**src/rtl/instruction_sequencer.sv**
```systemverilog
// Fetch/decode/execute controller for the 2-bit computer: 4-word program store, 2-bit accumulator.
// Optional single-step mode (step input, PAUSE state) is enabled by defining SEQ_SINGLE_STEP_EN.
module instruction_sequencer #(
  parameter int PROG_DEPTH = 4
) (
  input  logic       CLK,
  input  logic       Reset,
  input  logic       PC0,
  input  logic       PC1,
  input  logic       run,
`ifdef SEQ_SINGLE_STEP_EN
  input  logic       step,
`endif
  input  logic       prog_we,
  input  logic [1:0] prog_addr,
  input  logic [3:0] prog_data,
  output logic       PC_step,
  output logic       PC_clear,
  output logic [3:0] IR,
  output logic [1:0] ACC,
  output logic       CARRY,
  output logic       HALTED,
  output logic       busy
);

  typedef enum logic [2:0] {
    ST_IDLE,
    ST_FETCH,
    ST_DECODE,
    ST_EXECUTE,
    ST_HALT,
    ST_PAUSE
  } state_t;

  localparam logic [1:0] OP_LDA  = 2'b00;
  localparam logic [1:0] OP_ADD  = 2'b01;
  localparam logic [1:0] OP_JMP0 = 2'b10;
  localparam logic [1:0] OP_HLT  = 2'b11;

  state_t     state_q, state_d;
  logic [3:0] ir_q, ir_d;
  logic [1:0] opcode_q, opcode_d;
  logic [1:0] acc_q, acc_d;
  logic       carry_q, carry_d;
  logic       halted_q, halted_d;
  logic       pc_step_q, pc_step_d;
  logic       pc_clear_q, pc_clear_d;
  logic [2:0] sum;
  logic       mem_we;

  logic [3:0] mem_q [PROG_DEPTH];

  // Store is only writable while idle and never cleared, so a program survives Reset and HALT.
  assign mem_we = prog_we && (state_q == ST_IDLE) && !Reset;

  always_ff @(posedge CLK) begin
    if (mem_we) begin
      mem_q[prog_addr] <= prog_data;
    end
  end

  always_ff @(posedge CLK or posedge Reset) begin
    if (Reset) begin
      state_q    <= ST_IDLE;
      ir_q       <= 4'd0;
      opcode_q   <= OP_LDA;
      acc_q      <= 2'd0;
      carry_q    <= 1'b0;
      halted_q   <= 1'b0;
      pc_step_q  <= 1'b0;
      pc_clear_q <= 1'b0;
    end else begin
      state_q    <= state_d;
      ir_q       <= ir_d;
      opcode_q   <= opcode_d;
      acc_q      <= acc_d;
      carry_q    <= carry_d;
      halted_q   <= halted_d;
      pc_step_q  <= pc_step_d;
      pc_clear_q <= pc_clear_d;
    end
  end

  always_comb begin
    state_d    = state_q;
    ir_d       = ir_q;
    opcode_d   = opcode_q;
    acc_d      = acc_q;
    carry_d    = carry_q;
    halted_d   = halted_q;
    pc_step_d  = 1'b0;
    pc_clear_d = 1'b0;
    sum        = 3'd0;
    case (state_q)
      ST_IDLE: begin
        if (run) begin
          state_d = ST_FETCH;
        end
      end
      ST_FETCH: begin
        ir_d    = mem_q[{PC1, PC0}];
        state_d = ST_DECODE;
      end
      ST_DECODE: begin
        // Pulses are registered here so they are high for exactly the EXECUTE cycle.
        opcode_d   = ir_q[3:2];
        pc_step_d  = (ir_q[3:2] == OP_LDA) || (ir_q[3:2] == OP_ADD);
        pc_clear_d = (ir_q[3:2] == OP_JMP0);
        state_d    = ST_EXECUTE;
      end
      ST_EXECUTE: begin
        case (opcode_q)
          OP_LDA: begin
            acc_d   = ir_q[1:0];
            carry_d = 1'b0;
          end
          OP_ADD: begin
            sum     = {1'b0, acc_q} + {1'b0, ir_q[1:0]};
            acc_d   = sum[1:0];
            carry_d = sum[2];
          end
          OP_JMP0: begin
            acc_d = acc_q;
          end
          default: begin
            halted_d = 1'b1;
          end
        endcase
        if (opcode_q == OP_HLT) begin
          state_d = ST_HALT;
        end else if (!run) begin
          state_d = ST_IDLE;
        end else begin
`ifdef SEQ_SINGLE_STEP_EN
          state_d = ST_PAUSE;
`else
          state_d = ST_FETCH;
`endif
        end
      end
      ST_HALT: begin
        state_d = ST_HALT;
      end
      ST_PAUSE: begin
`ifdef SEQ_SINGLE_STEP_EN
        if (!run) begin
          state_d = ST_IDLE;
        end else if (step) begin
          state_d = ST_FETCH;
        end
`else
        state_d = ST_IDLE;
`endif
      end
      default: begin
        state_d = ST_IDLE;
      end
    endcase
  end

  assign PC_step  = pc_step_q;
  assign PC_clear = pc_clear_q;
  assign IR       = ir_q;
  assign ACC      = acc_q;
  assign CARRY    = carry_q;
  assign HALTED   = halted_q;
  assign busy     = (state_q != ST_IDLE) && (state_q != ST_HALT);

endmodule
```
**config.mk**
```make
export PLATFORM = sky130hd
export DESIGN_NAME = instruction_sequencer
export DESIGN_NICKNAME = d
export VERILOG_FILES = /design/src/rtl/instruction_sequencer.sv
export SDC_FILE = /design/constraint.sdc
export NUM_CORES = 1
export LEC_CHECK = 0
export CAP_MARGIN = 10
export CORE_MARGIN = 1
export CORE_UTILIZATION = 40
export CTS_BUF_LIST = sky130_fd_sc_hd__clkbuf_8
export DETAILED_ROUTE_END_ITERATION = 6
export HOLD_SLACK_MARGIN = 0.12
export RECOVER_POWER = 50
export SLEW_MARGIN = 40
export SYNTH_ARGS = -nofsm -noshare
export SYNTH_HDL_FRONTEND = slang
export SYNTH_SLANG_ARGS = --single-unit
```
**constraint.sdc**
```tcl
create_clock -name CLK -period 1.8 [get_ports CLK]
set_clock_uncertainty 0.1 [all_clocks]
set_input_delay 0.18 -clock CLK [delete_from_list [all_inputs] [get_ports CLK]]
set_output_delay 0.18 -clock CLK [all_outputs]
set_load 0.02 [all_outputs]
```
==> impl_metrics.json <==
{
  "netlist_instances": 83,
  "critPathRequiredTime_ns": 1.69,
  "arrival_ns": 1.52,
  "die_h_um": 58.3,
  "cts_buffers": 5,
  "endpoint": "mem_q[0][3]",
  "cap_violations": 0,
  "drive_above_1_share_pct": 15.5,
  "holdCritPathClass": "reg2reg",
  "area_growth_syn_to_layout_pct": 30.7,
  "dr.pass1.iters": 5,
  "drt-met1-wl_um": 886,
  "io_buffers": 22,
  "clock_path_buffers": 2,
  "ys_types": 27,
  "crit_slowest_cell": "dfrtp_1",
  "initial_core_util_pct": 41.9,
  "layout_common_cells": "clkdlybuf4s50_1 (16), edfxtp_1 (16), dfrtp_1 (15), nand2_1 (7)",
  "status": "completed",
  "synth-seq-cells": 31,
  "clk_latency_ns": 0.27,
  "wl_met2_um": 1050,
  "period_needed_ns": 1.63,
  "placementRows": 20,
  "clk_pin_slew_ns": 0.06,
  "clock_sinks": 31,
  "slew_violations": 0,
  "syn_avg_cell_area_um2": 15.3,
  "wl_per_cell_um": 12.8,
  "total_leakage_power_nw": 0.647,
  "top_layer": "met4",
  "syn-cell-area_mm2": 0.00127,
  "endpoint_kind": "flop",
  "critPathBufInv": 1,
  "wl_met3_um": 82,
  "finalWorstSetupSlack_ns": 0.174,
  "crit_cells": 4,
  "seq_area_um2": 856,
  "r2r_cells": 4,
  "critPathLaunchType": "flop",
  "die_w_um": 58.3,
  "ys_warn_count": 0,
  "antenna_found_initial": 0,
  "antenna_cells": 0,
  "post-place-ws_ns": -0.0803,
  "rsz0062_at_grt": "false",
  "htreeDepth": 2,
  "avgViaCountPerCell": 4.76,
  "drc": 0,
  "nets": 129,
  "dpl.cell_count": 152,
  "vias": 762,
  "grt_pass1_vias": 750,
  "rr_endpoint": "mem_q[0][3]",
  "fin_cells": 160,
  "reg2reg_slack_ns": 0.17,
  "finalSetupViolCount": 0,
  "cp_max_fo": 8,
  "gp_congestion": 0.690,
  "fmax_ghz": 0.615,
  "slowest_delay_ns": 0.46,
  "path_cells": "nor2_2, nand4b_1, nor3_1, buf_4",
  "drt_iter0_drc": 30,
  "p_seq_share_pct": 44.8,
  "comb_power_share_pct": 34.4,
  "fin_util_pct": 54.8,
  "ios": 23,
  "cts-root-buf": "clkbuf_8",
  "internal_power_mw": 1.62,
  "nFillCells": 264,
  "dieArea_mm2": 0.00340,
  "p_per_area_mw_per_mm2": 1460,
  "grt_max_degree": 16,
  "core_area_mm2": 0.00303,
  "r2r_start": "state_q[0]",
  "grt_pass1_wl_um": 3590,
  "critical-path-top-delay-family": "simple AND/OR/NAND/NOR gates",
  "swShare_pct": 33.2,
  "grt_overflow_total": 0,
  "synth_nets": 97,
  "multi_input_area_um2": 394,
  "tightest_slew_ns": 0.788,
  "power_switching_mw": 0.804,
  "detail-route-antenna-nets": 0,
  "tritoncts": "built",
  "post_cts_buffers": 0,
  "hold_viol": 0,
  "power_frac_clock_pct": 20.8,
  "hpwlAfterDp_um": 1540,
  "critPathLaunch": "state_q[0]",
  "grtUsageTotal_pct": 15.2,
  "ir_worst_vdd_v": 0.000609,
  "wl_um": 2040,
  "seq_area_frac_synth_pct": 67.4,
  "worst-setup-path-type": "reg2reg",
  "relSlewSlack_pct": 47.4,
  "period_share_pct": 90.3
}
[how the worst min path moves through the flow]
stage,startpoint,endpoint,slack (ns),cells after the start
global placement,HALTED,HALTED,0.35,1
CTS,Reset,IR[2],0.16,3
global route,HALTED,HALTED,0.40,1
detailed placement,HALTED,HALTED,0.35,1
finish,HALTED,HALTED,0.36,1
floorplan,Reset,ACC[0],-0.01,1
[power by group through the flow]
stage                     combinational (mW)  sequential [mW]  clock (mW)
after floorplan                        0.440             1.16           0
after global placement                 0.838             1.10           0
after detailed placement               0.852             1.10           0
after CTS                              0.847             1.09       0.518
after global routing                   0.923             1.12       0.553
final                                  0.833             1.09       0.504
[cell usage after synthesis]
cell type / n / area, µm²
and4bb_2: 1 / 12.5
or2_2: 1 / 6.26
fa_1: 1 / 20.0
nor3b_1: 2 / 15.0
o21bai_1: 1 / 7.51
nor3_1: 4 / 20.0
buf_2: 1 / 5.00
a21o_1: 1 / 7.51
nor2_1: 5 / 18.8
mux2_1: 4 / 45.0
xnor2_1: 1 / 8.76
mux2i_1: 2 / 20.0
clkbuf_1: 1 / 3.75
ha_1: 1 / 12.5
nand2_1: 7 / 26.3
nor4bb_1: 1 / 10.0
edfxtp_1: 16 / 480
nand4b_1: 1 / 8.76
nand3_1: 2 / 10.0
mux4_2: 2 / 45.0
or3b_4: 1 / 11.3
a21oi_1: 3 / 15.0
dfrtp_1: 15 / 375
mux4_1: 2 / 52.6
o21ai_0: 1 / 5.00
or3b_2: 1 / 8.76
inv_1: 5 / 18.8
[kinds of logic (layout without fill, tap and decap cells)]
family          after synthesis  count (layout)  share of synthesized area, %
fa+ha+maj                     2               2                          2.56
flops                        31              31                          67.4
xor+xnor                      1               1                         0.690
compound gates                6               6                          2.76
mux                          10              10                          12.8
simple gates                 26              26                          11.6
buf+inv                       7              40                          2.17
[layer usage]
metal,global-route usage (%),vias up
met2,23.6,20
met5,0,-
met3,6.59,4
met1,18.5,368
met4,7.14,0
li1,-,370
[flip-flops by register name (all words and copies together) (netlist names)]
| signal | cells |
|---|---|
| ACC | 2 |
| CARRY | 1 |
| HALTED | 1 |
| IR | 4 |
| PC_clear | 1 |
| PC_step | 1 |
| mem_q | 16 |
| opcode_q | 2 |
| state_q | 3 |
[through the flow]
step	hold slack (ns)	total power, mW	instance area (µm²)	TNS (ns)
floorplan	-0.0104	1.60	1270	0
global placement	0.351	1.93	1570	-0.136
detailed placement	0.350	1.95	1570	-0.213
CTS	0.157	2.45	1660	0
global route	0.399	2.60	1660	0
finish	0.365	2.42	1660	0
[timing repair]
item,in CTS,in global routing
pin swaps,0,1
resized for setup,1,2
endpoints found under the setup margin,1,16
hold buffers,0,0
[area by class of cell]
class / count / area share [%]
Multi-Input combinational cell: 45 / 23.7
Clock buffer: 5 / 4.14
Timing Repair Buffer: 27 / 15.2
Sequential cell: 31 / 51.5
Tap cell: 44 / 3.32
Clock inverter: 3 / 0.904
Inverter: 5 / 1.13
Note: power is estimated with default switching activity, not from simulation.
